<file path="src/rtl/pwm_pkg.sv">
// ---------------------------------------------------------------------------
// pwm_pkg
// Shared types and helpers for the PWM width meter.
//   meter_state_t : frame FSM states (IDLE, MEASURE, DRAIN)
//   cnt_max()     : saturation value of an unsigned counter of a given width
// ---------------------------------------------------------------------------
package pwm_pkg;

  typedef enum logic [1:0] {
    IDLE    = 2'd0,
    MEASURE = 2'd1,
    DRAIN   = 2'd2
  } meter_state_t;

  // Largest value representable in dwidth unsigned bits.
  function automatic int unsigned cnt_max(input int unsigned dwidth);
    return (32'd1 << dwidth) - 32'd1;
  endfunction

endpackage

</file>
<file path="src/rtl/pwm_chan_counter.sv">
// ---------------------------------------------------------------------------
// pwm_chan_counter
// Saturating high-time counter for one PWM channel.
// Ports:
//   i_clk      : counter clock
//   i_rst      : synchronous active-high reset
//   i_load     : frame start; count restarts at the current channel level
//   i_en       : measuring window active (accumulate while i_level is high)
//   i_final    : last sampled cycle of a timed-out window
//   i_level    : channel PWM level
//   o_cnt_nxt  : value the count takes at the next edge
//   o_sat_nxt  : value the saturation flag takes at the next edge
// The next-state values are exported so the parent can snapshot the result
// in the same cycle the window closes, including that cycle's sample.
// ---------------------------------------------------------------------------
module pwm_chan_counter
  import pwm_pkg::*;
#(
  parameter int DWIDTH = 8
) (
  input  logic              i_clk,
  input  logic              i_rst,
  input  logic              i_load,
  input  logic              i_en,
  input  logic              i_final,
  input  logic              i_level,
  output logic [DWIDTH-1:0] o_cnt_nxt,
  output logic              o_sat_nxt
);

  localparam logic [DWIDTH-1:0] CNT_MAX = DWIDTH'(cnt_max(DWIDTH));
  localparam logic [DWIDTH-1:0] D_ZERO  = {DWIDTH{1'b0}};
  localparam logic [DWIDTH-1:0] D_ONE   = {{(DWIDTH-1){1'b0}}, 1'b1};

  logic [DWIDTH-1:0] r_cnt;
  logic              r_sat;
  logic [DWIDTH-1:0] w_cnt_nxt;
  logic              w_sat_nxt;

  // Next count / saturation flag from load, enable and the current level.
  always_comb begin
    w_cnt_nxt = r_cnt;
    w_sat_nxt = r_sat;
    if (i_load) begin
      // The frame-start cycle is itself a sample.
      w_cnt_nxt = {{(DWIDTH-1){1'b0}}, i_level};
      w_sat_nxt = 1'b0;
    end else if (i_en && i_level) begin
      if (r_cnt == CNT_MAX) begin
        w_cnt_nxt = r_cnt;
        w_sat_nxt = 1'b1;
      end else begin
        w_cnt_nxt = r_cnt + D_ONE;
        // Still high when the window times out: the true width is unknown.
        w_sat_nxt = r_sat | i_final;
      end
    end else begin
      w_cnt_nxt = r_cnt;
      w_sat_nxt = r_sat;
    end
  end

  // Count and saturation registers.
  always_ff @(posedge i_clk) begin
    if (i_rst) begin
      r_cnt <= D_ZERO;
      r_sat <= 1'b0;
    end else begin
      r_cnt <= w_cnt_nxt;
      r_sat <= w_sat_nxt;
    end
  end

  assign o_cnt_nxt = w_cnt_nxt;
  assign o_sat_nxt = w_sat_nxt;

endmodule

</file>
<file path="src/rtl/pwm_width_meter.sv">
// ---------------------------------------------------------------------------
// pwm_width_meter
// Measures, per hsync frame, how many clock cycles each PWM channel is high,
// then streams the STAGE results out one channel per valid/ready beat.
// Ports:
//   clkforcounter : PWM counter clock
//   rst           : synchronous active-high reset
//   hsync         : frame start from the PWM stage
//   pwm_in        : channel levels, pwm_in[k] is channel k
//   res_valid     : result beat valid
//   res_ready     : consumer accepts a beat when res_valid & res_ready
//   res_data      : high-cycle count of channel res_idx
//   res_idx       : channel index of the current beat
//   res_sat       : count of channel res_idx saturated or timed out
//   frame_done    : one-cycle pulse after the last beat is accepted
//   overrun       : sticky, hsync seen while results were draining
// ---------------------------------------------------------------------------
module pwm_width_meter
  import pwm_pkg::*;
#(
  parameter  int STAGE  = 8,
  parameter  int DWIDTH = 8,
  localparam int IWIDTH = $clog2(STAGE)
) (
  input  logic              clkforcounter,
  input  logic              rst,
  input  logic              hsync,
  input  logic [0:STAGE-1]  pwm_in,
  output logic              res_valid,
  input  logic              res_ready,
  output logic [DWIDTH-1:0] res_data,
  output logic [IWIDTH-1:0] res_idx,
  output logic              res_sat,
  output logic              frame_done,
  output logic              overrun
);

  localparam logic [DWIDTH-1:0] CNT_MAX  = DWIDTH'(cnt_max(DWIDTH));
  localparam logic [DWIDTH-1:0] D_ZERO   = {DWIDTH{1'b0}};
  localparam logic [DWIDTH-1:0] D_ONE    = {{(DWIDTH-1){1'b0}}, 1'b1};
  localparam logic [IWIDTH-1:0] I_ZERO   = {IWIDTH{1'b0}};
  localparam logic [IWIDTH-1:0] I_ONE    = {{(IWIDTH-1){1'b0}}, 1'b1};
  localparam logic [IWIDTH-1:0] LAST_IDX = IWIDTH'(STAGE - 1);

  meter_state_t      r_state;
  logic [DWIDTH-1:0] r_wcnt;
  logic [DWIDTH-1:0] r_res_cnt [STAGE];
  logic [STAGE-1:0]  r_res_sat;
  logic              r_valid;
  logic [DWIDTH-1:0] r_data;
  logic [IWIDTH-1:0] r_idx;
  logic              r_sat;
  logic              r_frame_done;
  logic              r_overrun;

  logic              w_load;
  logic              w_meas_en;
  logic              w_timeout;
  logic              w_exit;
  logic              w_accept;
  logic              w_last;
  logic [DWIDTH-1:0] w_wcnt_inc;
  logic [IWIDTH-1:0] w_idx_inc;
  logic [DWIDTH-1:0] w_cnt_nxt [STAGE];
  logic [STAGE-1:0]  w_sat_nxt;

  // Per-state control strobes for the counters and the FSM.
  always_comb begin
    w_load     = 1'b0;
    w_meas_en  = 1'b0;
    w_timeout  = 1'b0;
    w_exit     = 1'b0;
    w_accept   = 1'b0;
    w_last     = 1'b0;
    w_wcnt_inc = r_wcnt + D_ONE;
    w_idx_inc  = r_idx + I_ONE;
    case (r_state)
      IDLE: begin
        w_load = hsync;
      end
      MEASURE: begin
        if (hsync) begin
          // Restart: the partial frame is thrown away.
          w_load = 1'b1;
        end else begin
          w_meas_en = 1'b1;
          // The hsync cycle is sample 1 and leaves wcnt at 0, so the window
          // closes on the cycle that brings wcnt to CNT_MAX, i.e. after
          // CNT_MAX+1 sampled cycles in total.
          w_timeout = (w_wcnt_inc == CNT_MAX);
          w_exit    = w_timeout || (pwm_in == {STAGE{1'b0}});
        end
      end
      DRAIN: begin
        w_accept = r_valid && res_ready;
        w_last   = w_accept && (r_idx == LAST_IDX);
      end
      default: begin
        w_load = 1'b0;
      end
    endcase
  end

  for (genvar k = 0; k < STAGE; k++) begin : g_chan
    pwm_chan_counter #(
      .DWIDTH (DWIDTH)
    ) u_chan_counter (
      .i_clk     (clkforcounter),
      .i_rst     (rst),
      .i_load    (w_load),
      .i_en      (w_meas_en),
      .i_final   (w_timeout),
      .i_level   (pwm_in[k]),
      .o_cnt_nxt (w_cnt_nxt[k]),
      .o_sat_nxt (w_sat_nxt[k])
    );
  end

  // Frame FSM, window counter, result snapshot and output beat registers.
  always_ff @(posedge clkforcounter) begin
    if (rst) begin
      r_state      <= IDLE;
      r_wcnt       <= D_ZERO;
      for (int k = 0; k < STAGE; k++) begin
        r_res_cnt[k] <= D_ZERO;
      end
      r_res_sat    <= {STAGE{1'b0}};
      r_valid      <= 1'b0;
      r_data       <= D_ZERO;
      r_idx        <= I_ZERO;
      r_sat        <= 1'b0;
      r_frame_done <= 1'b0;
      r_overrun    <= 1'b0;
    end else begin
      r_frame_done <= 1'b0;
      case (r_state)
        IDLE: begin
          if (hsync) begin
            r_state <= MEASURE;
            r_wcnt  <= D_ZERO;
          end
        end
        MEASURE: begin
          if (hsync) begin
            r_wcnt <= D_ZERO;
          end else if (w_exit) begin
            r_state <= DRAIN;
            for (int k = 0; k < STAGE; k++) begin
              r_res_cnt[k] <= w_cnt_nxt[k];
            end
            r_res_sat <= w_sat_nxt;
            // Beat 0 comes straight from the snapshot values.
            r_valid   <= 1'b1;
            r_idx     <= I_ZERO;
            r_data    <= w_cnt_nxt[0];
            r_sat     <= w_sat_nxt[0];
          end else begin
            r_wcnt <= w_wcnt_inc;
          end
        end
        DRAIN: begin
          // A new frame cannot be measured while results are pending.
          if (hsync) begin
            r_overrun <= 1'b1;
          end
          if (w_last) begin
            r_state      <= IDLE;
            r_valid      <= 1'b0;
            r_idx        <= I_ZERO;
            r_data       <= D_ZERO;
            r_sat        <= 1'b0;
            r_frame_done <= 1'b1;
          end else if (w_accept) begin
            r_idx  <= w_idx_inc;
            r_data <= r_res_cnt[w_idx_inc];
            r_sat  <= r_res_sat[w_idx_inc];
          end
        end
        default: begin
          r_state <= IDLE;
        end
      endcase
    end
  end

  assign res_valid  = r_valid;
  assign res_data   = r_data;
  assign res_idx    = r_idx;
  assign res_sat    = r_sat;
  assign frame_done = r_frame_done;
  assign overrun    = r_overrun;

endmodule
</file>
<file path="config.mk">
export PLATFORM = sky130hd
export DESIGN_NAME = pwm_width_meter
export DESIGN_NICKNAME = d
export VERILOG_FILES = /design/src/rtl/pwm_pkg.sv /design/src/rtl/pwm_chan_counter.sv /design/src/rtl/pwm_width_meter.sv
export SDC_FILE = /design/constraint.sdc
export NUM_CORES = 1
export LEC_CHECK = 0
export BUFFER_PORTS_ARGS = -buffer_cell sky130_fd_sc_hd__buf_4
export CORE_ASPECT_RATIO = 2
export CORE_MARGIN = 10
export CORE_UTILIZATION = 69
export CTS_BUF_LIST = sky130_fd_sc_hd__clkbuf_8
export CTS_CLUSTER_DIAMETER = 50
export DETAILED_ROUTE_END_ITERATION = 16
export PLACE_DENSITY = 0.88
export SETUP_SLACK_MARGIN = 0.05
export SLEW_MARGIN = 5
export SYNTH_ARGS = -nofsm -noshare
export SYNTH_HDL_FRONTEND = slang
export SYNTH_SLANG_ARGS = --single-unit
</file>
<file path="constraint.sdc">
create_clock -name clkforcounter -period 7.8 [get_ports clkforcounter]
set_input_delay 0.78 -clock clkforcounter [delete_from_list [all_inputs] [get_ports clkforcounter]]
set_output_delay 0.78 -clock clkforcounter [all_outputs]
set_load 0.03 [all_outputs]
</file>
==> run_results.csv, run 1 <==
group,metric,value,unit
outcome,status,"finished clean",
synthesis,syn_area,7710,um2
final_layout,fin_area,8340,um2
synthesis,ys_top_cells_by_area,"dfxtp_1 27%, edfxtp_1 25%, nor2_1 5.5%, mux4_2 5.3%, nor3_1 2.7%",
sta,period_minus_slack,3.29,ns
drt,wl_per_cell,22.4,um
power_and_ir_drop,fin_total_pwr,1600,uW
clocking,clock-root-buffer,"clkbuf_8",
drt,drtPass1Iterations,6,
clocking,cts_tree,"done",
critical_path,r2r_start,"r_state[0]$_SDFFE_PP0P_",
grt,grt_max_degree,65,
synthesis,syn_inst,734,
critical_path,regToRegEndpoint,"r_res_cnt[0][2]$_SDFFCE_PN0P_",
sta,hold_viol,0,
drt,via_per_inst,6.83,
drt,wl,20200,um
floorplanning,start_util,70.4,%
grt,grt_pass1_wl,32000,um
clocking,clk_latency,0.46,ns
sta,fin_setup_tns,0,ns
power_and_ir_drop,p_per_area,191,nW/um2
synthesis,synth_top_cell_by_area,"dfxtp_1",
placement,portBuffers,26,
final_layout,antenna_cells,0,
drt,drc,0,
sta,slew_headroom,25.6,%
drt,via_count,6160,
synthesis,synth.most_common_cell,"nor2_1",
sta,timing.final.crit_share,42.2,%
grt,antenna_found_initial,0,
flow_run,maxCapViolCount,0,
critical_path,end_kind,"flop",
floorplanning,die_area,16100,um2
sta,drv_slew,0,
synthesis,syn_area_per_cell,10.5,um2
critical_path,crit_type,"flop to flop",
critical_path,reg2reg_depth,3,
floorplanning,core_area,10900,um2
clocking,clock_path_buffers,2,
drt,ant_nets,0,
sta,hold_ws,0.489,ns
final_layout,final_util,76.2,%
synthesis,ys_warn_count,0,
critical_path,rrSetupSlack,4.51,ns
clocking,ctsHoldBuffers,0,
final_layout,drive_gt1_share,12.6,%
grt,grt_usage,25.8,%
grt,grt_pass1_vias,6207,
critical_path,endpoint,"r_res_cnt[0][2]$_SDFFCE_PN0P_",
floorplanning,die_h,169,um
critical_path,critPathLaunch,"r_state[0]$_SDFFE_PP0P_",
clocking,cts_sinks,169,
power_and_ir_drop,leakage,0.00282,uW
synthesis,synth-edff-count,64,
synthesis,yosysSeqAreaShare,52.2,%
power_and_ir_drop,vdd_drop_max,0.188,mV
critical_path,worst_ep_required_time,8.09,ns
synthesis,yosys.cell_types.count,66,
synthesis,synthTopCellsByCount,"112 x nor2_1, 105 x dfxtp_1, 64 x edfxtp_1",
placement,dpl.hpwl,14500,um
placement,gp_congestion,0.923,
sta,tightest_slew,1.11,ns
sta,fmax,304,MHz
final_layout,area_growth,8.25,%
clocking,post_cts_resize_count,0,
drt,drt_iter0_markers,630,
clocking,cts_setup_buffers,0,
synthesis,synth_nets,758,
floorplanning,io_pins,27,
clocking,cts_made_buffers,17,
min_path,hold_class,"flop to flop",
final_layout,final_nets,773,
sta,fin_skew,0.0121,ns
synthesis,async_reset_ff_share,0,%
critical_path,arrival,3.58,ns
critical_path,crit_path_max_fanout,24,
clocking,clk_pin_slew_worst_paths,0.10,ns
floorplanning,die_w,94.7,um
synthesis,synth_ff_type,"dfxtp_1",
synthesis,synth_top_area_share,27.3,%
critical_path,cp-start-kind,"flop",
floorplanning,rows,54,
placement,dpl_cell_area,7980,um2
grt,overflow,0,
synthesis,ys_seq_elements,169,
clocking,htree_levels,4,
sta,setup_viol,0,
sta,rsz0062_at_grt,"no",
## layout by cell type, fill, tap and decap left out, types with 10 or more instances in the layout
cell type and count:
inv_1 10, clkbuf_8 17, a21oi_1 25, nor2_1 112, nand4_1 15, nand3_1 38, mux4_2 18, mux2i_1 20
dfxtp_1 105, o21ai_0 17, nor3_1 42, xor2_1 16, ha_1 12, edfxtp_1 64, and3_1 13, buf_4 30
nand2_1 34, xnor2_1 19, o31ai_1 12, o211ai_1 10
## power by group
group          switching (uW)  internal, uW  leakage [uW]
Sequential               12.6           931       0.00148
Clock                     350           232      0.000181
Combinational            49.2          22.1       0.00115
Total                     412          1190       0.00282
## metal layers
layer  routed length (um)  part of all wire [%]  track usage [%]
met5                    0                     0                0
met4                 1380                   6.8             18.9
met3                 1590                   7.9             5.49
met2                10400                    51             43.2
met1                 6850                    34             27.6
## cell type report
cell class / instances / area, um2
Clock buffer: 17 / 234
Clock inverter: 15 / 130
Fill cell: 693 / 2600
Inverter: 11 / 41.3
Multi-Input combinational cell: 520 / 3510
Sequential cell: 169 / 4020
Tap cell: 140 / 175
Timing Repair Buffer: 30 / 225
## worst min path at each step
stage | from | end | depth (start not counted)
floorplan | g_chan[2].u_chan_counter.r_sat$_SDFF_PP0_ | g_chan[2].u_chan_counter.r_sat$_SDFF_PP0_ | 2
global placement | g_chan[5].u_chan_counter.r_sat$_SDFF_PP0_ | g_chan[5].u_chan_counter.r_sat$_SDFF_PP0_ | 2
finish | g_chan[2].u_chan_counter.r_sat$_SDFF_PP0_ | g_chan[2].u_chan_counter.r_sat$_SDFF_PP0_ | 2
global route | r_wcnt[7]$_SDFFE_PP0P_ | r_wcnt[7]$_SDFFE_PP0P_ | 1
detailed placement | g_chan[5].u_chan_counter.r_sat$_SDFF_PP0_ | g_chan[5].u_chan_counter.r_sat$_SDFF_PP0_ | 2
CTS | g_chan[5].u_chan_counter.r_sat$_SDFF_PP0_ | g_chan[5].u_chan_counter.r_sat$_SDFF_PP0_ | 2
## through the flow
stage	setup WS (ns)	instances
3_5_place_dp	4.40	870
6_report	4.51	902
2_1_floorplan	4.48	734
5_1_grt	4.36	902
3_3_place_gp	4.51	870
4_1_cts	4.64	902
## worst max-delay path, cell delays in order (launching register included)
cell	delay, ns
dfxtp_1	0.67
nor3b_2	0.98
nand3_1	1.07
nor3_1	0.39
## logic make-up (layout without fill, tap and decap cells)
logic type | count (synthesis) | after routing | share of synthesized area (%)
buf+inv | 45 | 73 | 2.31
flops | 169 | 169 | 52.2
fa+ha+maj | 12 | 12 | 1.95
xor+xnor | 36 | 36 | 4.19
mux | 40 | 40 | 8.15
compound gates | 123 | 123 | 11.2
simple gates | 309 | 309 | 20.0
## registers in the layout, summed over array words and instances, names as in the netlist
name	count
res_idx	3
r_state	2
g_chan.u_chan_counter.r_cnt	64
r_res_sat	8
frame_done	1
res_valid	1
res_data	8
overrun	1
r_wcnt	8
res_sat	1
g_chan.u_chan_counter.r_sat	8
r_res_cnt	64
Power figures use the tool's default switching activity.
==> run 2, diff against run 1 <==
ABC_AREA = 1   (was unset)
CORE_UTILIZATION = 64   (was 69)
PLACE_DENSITY = 0.83   (was 0.88)
clock period = 3.15 ns   (was 7.8 ns; I/O delays follow)
==> run_results.csv, run 2 <==
group,metric,value,unit
clocking,clock_path_buffers,2,
placement,dpl.hpwl,14400,um
clocking,ctsHoldBuffers,0,
final_layout,final_nets,1053,
drt,drtPass1Iterations,5,
final_layout,layout_commonest_cell,"nand2_1",
synthesis,ys_top_cells_by_area,"dfxtp_1 26%, edfxtp_1 24%, nand2_1 9.5%, nor2_1 8.5%, nand3_1 5.8%",
clocking,htree_levels,4,
critical_path,critical_path.cell_chain,"ha_1, nand3_1, o21bai_1, nand2_1, nor2_1, nand2_2, nand2_2, nand2_4, nand2_2, buf_12",
placement,place_ws,0.613,ns
power_and_ir_drop,fin_total_pwr,4110,uW
floorplanning,rows,57,
critical_path,crit_slowest_cell,"dfxtp_1",
flow_run,maxCapViolCount,0,
floorplanning,start_util,65.2,%
critical_path,worst_ep_required_time,3.29,ns
floorplanning,io_pins,27,
synthesis,ys_warn_count,0,
sta,setup_ws,0.581,ns
synthesis,yosysSeqAreaShare,50.6,%
synthesis,async_reset_ff_share,0,%
synthesis,ys_seq_elements,169,
final_layout,area_growth,9.60,%
power_and_ir_drop,leakage,0.00355,uW
sta,period_minus_slack,2.57,ns
floorplanning,die_w,98.8,um
sta,setup_viol,0,
clocking,clock-root-buffer,"clkbuf_8",
sta,hold_ws,0.164,ns
synthesis,syn_inst,1005,
clocking,clk_pin_slew_worst_paths,0.09,ns
final_layout,multiInputGateArea,3450,um2
clocking,cts_tree,"done",
drt,wl_per_cell,16.5,um
placement,gp_congestion,0.889,
drt,ant_nets,0,
synthesis,syn_area,7950,um2
sta,fin_skew,0.00954,ns
sta,fin_setup_tns,0,ns
grt,grt_pass1_vias,6642,
clocking,clk_latency,0.47,ns
synthesis,synth-edff-count,64,
grt,overflow,0,
drt,wl,19700,um
sta,drv_slew,0,
grt,grt_usage,22.5,%
critical_path,crit_family,"simple AND/OR/NAND/NOR gates",
floorplanning,die_h,178,um
sta,slew_headroom,46.5,%
outcome,status,"finished clean",
final_layout,seqCellArea,4020,um2
critical_path,arrival,2.71,ns
clocking,cts_setup_buffers,0,
drt,drc,0,
synthesis,synth_ff_type,"dfxtp_1",
floorplanning,core_area,12200,um2
critical_path,cp-start-kind,"flop",
critical_path,path_buf_inv,1,
clocking,cts_made_buffers,17,
drt,drt_iter0_markers,594,
grt,grt_max_degree,78,
sta,rsz0062_at_grt,"no",
synthesis,synth.most_common_cell,"nand2_1",
floorplanning,die_area,17500,um2
drt,via_per_inst,5.87,
sta,fmax,389,MHz
final_layout,nFillCells,933,
sta,timing.final.crit_share,81.6,%
final_layout,top_regs,"g_chan.u_chan_counter.r_cnt x64, r_res_cnt x64",
power_and_ir_drop,p_per_area,472,nW/um2
critical_path,end_kind,"flop",
synthesis,synth_top_cell_by_area,"dfxtp_1",
sta,hold_viol,0,
min_path,hold_class,"input pin to flop",
drt,via_count,6975,
synthesis,syn_area_per_cell,7.91,um2
placement,portBuffers,26,
power_and_ir_drop,vdd_drop_max,0.369,mV
critical_path,crit_type,"flop to flop",
sta,tightest_slew,0.802,ns
critical_path,crit_path_max_fanout,66,
synthesis,yosys.cell_types.count,41,
critical_path,cpPeakStageDelay,0.42,ns
synthesis,synth_nets,1029,
critical_path,crit_top_cell,"nand2_2",
grt,grt_pass1_wl,31900,um
final_layout,drive_gt1_share,8.54,%
synthesis,synthTopCellsByCount,"202 x nand2_1, 180 x nor2_1, 105 x dfxtp_1",
final_layout,antenna_cells,0,
grt,antenna_found_initial,0,
clocking,cts_sinks,169,
final_layout,mostFrequentLayoutCells,"201 x nand2_1, 180 x nor2_1, 105 x dfxtp_1",
clocking,post_cts_resize_count,0,
synthesis,synth_top_area_share,26.5,%
[run 2: report_power, final]
part	switching, uW	leakage (uW)	internal, uW	total (uW)
Combinational	169	0.00185	69.0	238
Sequential	29.9	0.00151	2310	2340
Clock	877	0.000193	659	1540
Total	1080	0.00355	3040	4110
[run 2: per-layer routing]
layer / track usage (%) / vias up / routed length [um]
li1: - / 3390 / -
met5: 0 / - / 0
met3: 3.74 / 80 / 1140
met1: 23.7 / 3220 / 7170
met4: 13.8 / 0 / 959
met2: 40.4 / 285 / 10400
[run 2: per-stage QoR]
| stage | std cells | util (%) | cell area (um2) |
|---|---|---|---|
| floorplan | 1005 | - | 7950 |
| global placement | 1157 | 68.2 | 8320 |
| detailed placement | 1157 | 68.2 | 8320 |
| CTS | 1189 | 71.4 | 8710 |
| global route | 1189 | 71.4 | 8710 |
| finish | 1189 | 71.4 | 8710 |
[run 2: cells by family after synthesis]
family / share of synthesized area [%]
simple gates: 31.3
flops: 50.6
buf+inv: 6.01
compound gates: 6.69
fa+ha+maj: 1.89
xor+xnor: 3.42
[run 2: path summary, 6_finish.rpt]
check                               from                            end  slack [ns]  cells after the start
hold / removal                       rst         r_wcnt[2]$_SDFFE_PP0P_        0.16                      2
hold reg to reg     overrun$_SDFFE_PP0P_           overrun$_SDFFE_PP0P_        0.48                      1
setup / recovery  r_wcnt[1]$_SDFFE_PP0P_  r_res_cnt[5][5]$_SDFFCE_PN0P_        0.58                     10
setup reg to reg  r_wcnt[1]$_SDFFE_PP0P_  r_res_cnt[5][5]$_SDFFCE_PN0P_        0.58                     10
[run 2: area by class of cell]
cell class                      count  area share, %
Sequential cell                   169           46.2
Multi-Input combinational cell    712           39.6
Timing Repair Buffer               41           3.82
Inverter                           88           3.79
Clock buffer                       17           2.69
Tap cell                          147           2.11
Clock inverter                     15           1.81
[run 2: worst register-to-register path: cells and delay by family (launching register included)]
family | cells | cell delay, ns
compound gates | 1 | 0.14
simple gates | 7 | 1.11
fa+ha+maj | 1 | 0.22
flops | 1 | 0.42
buf+inv | 1 | 0.33
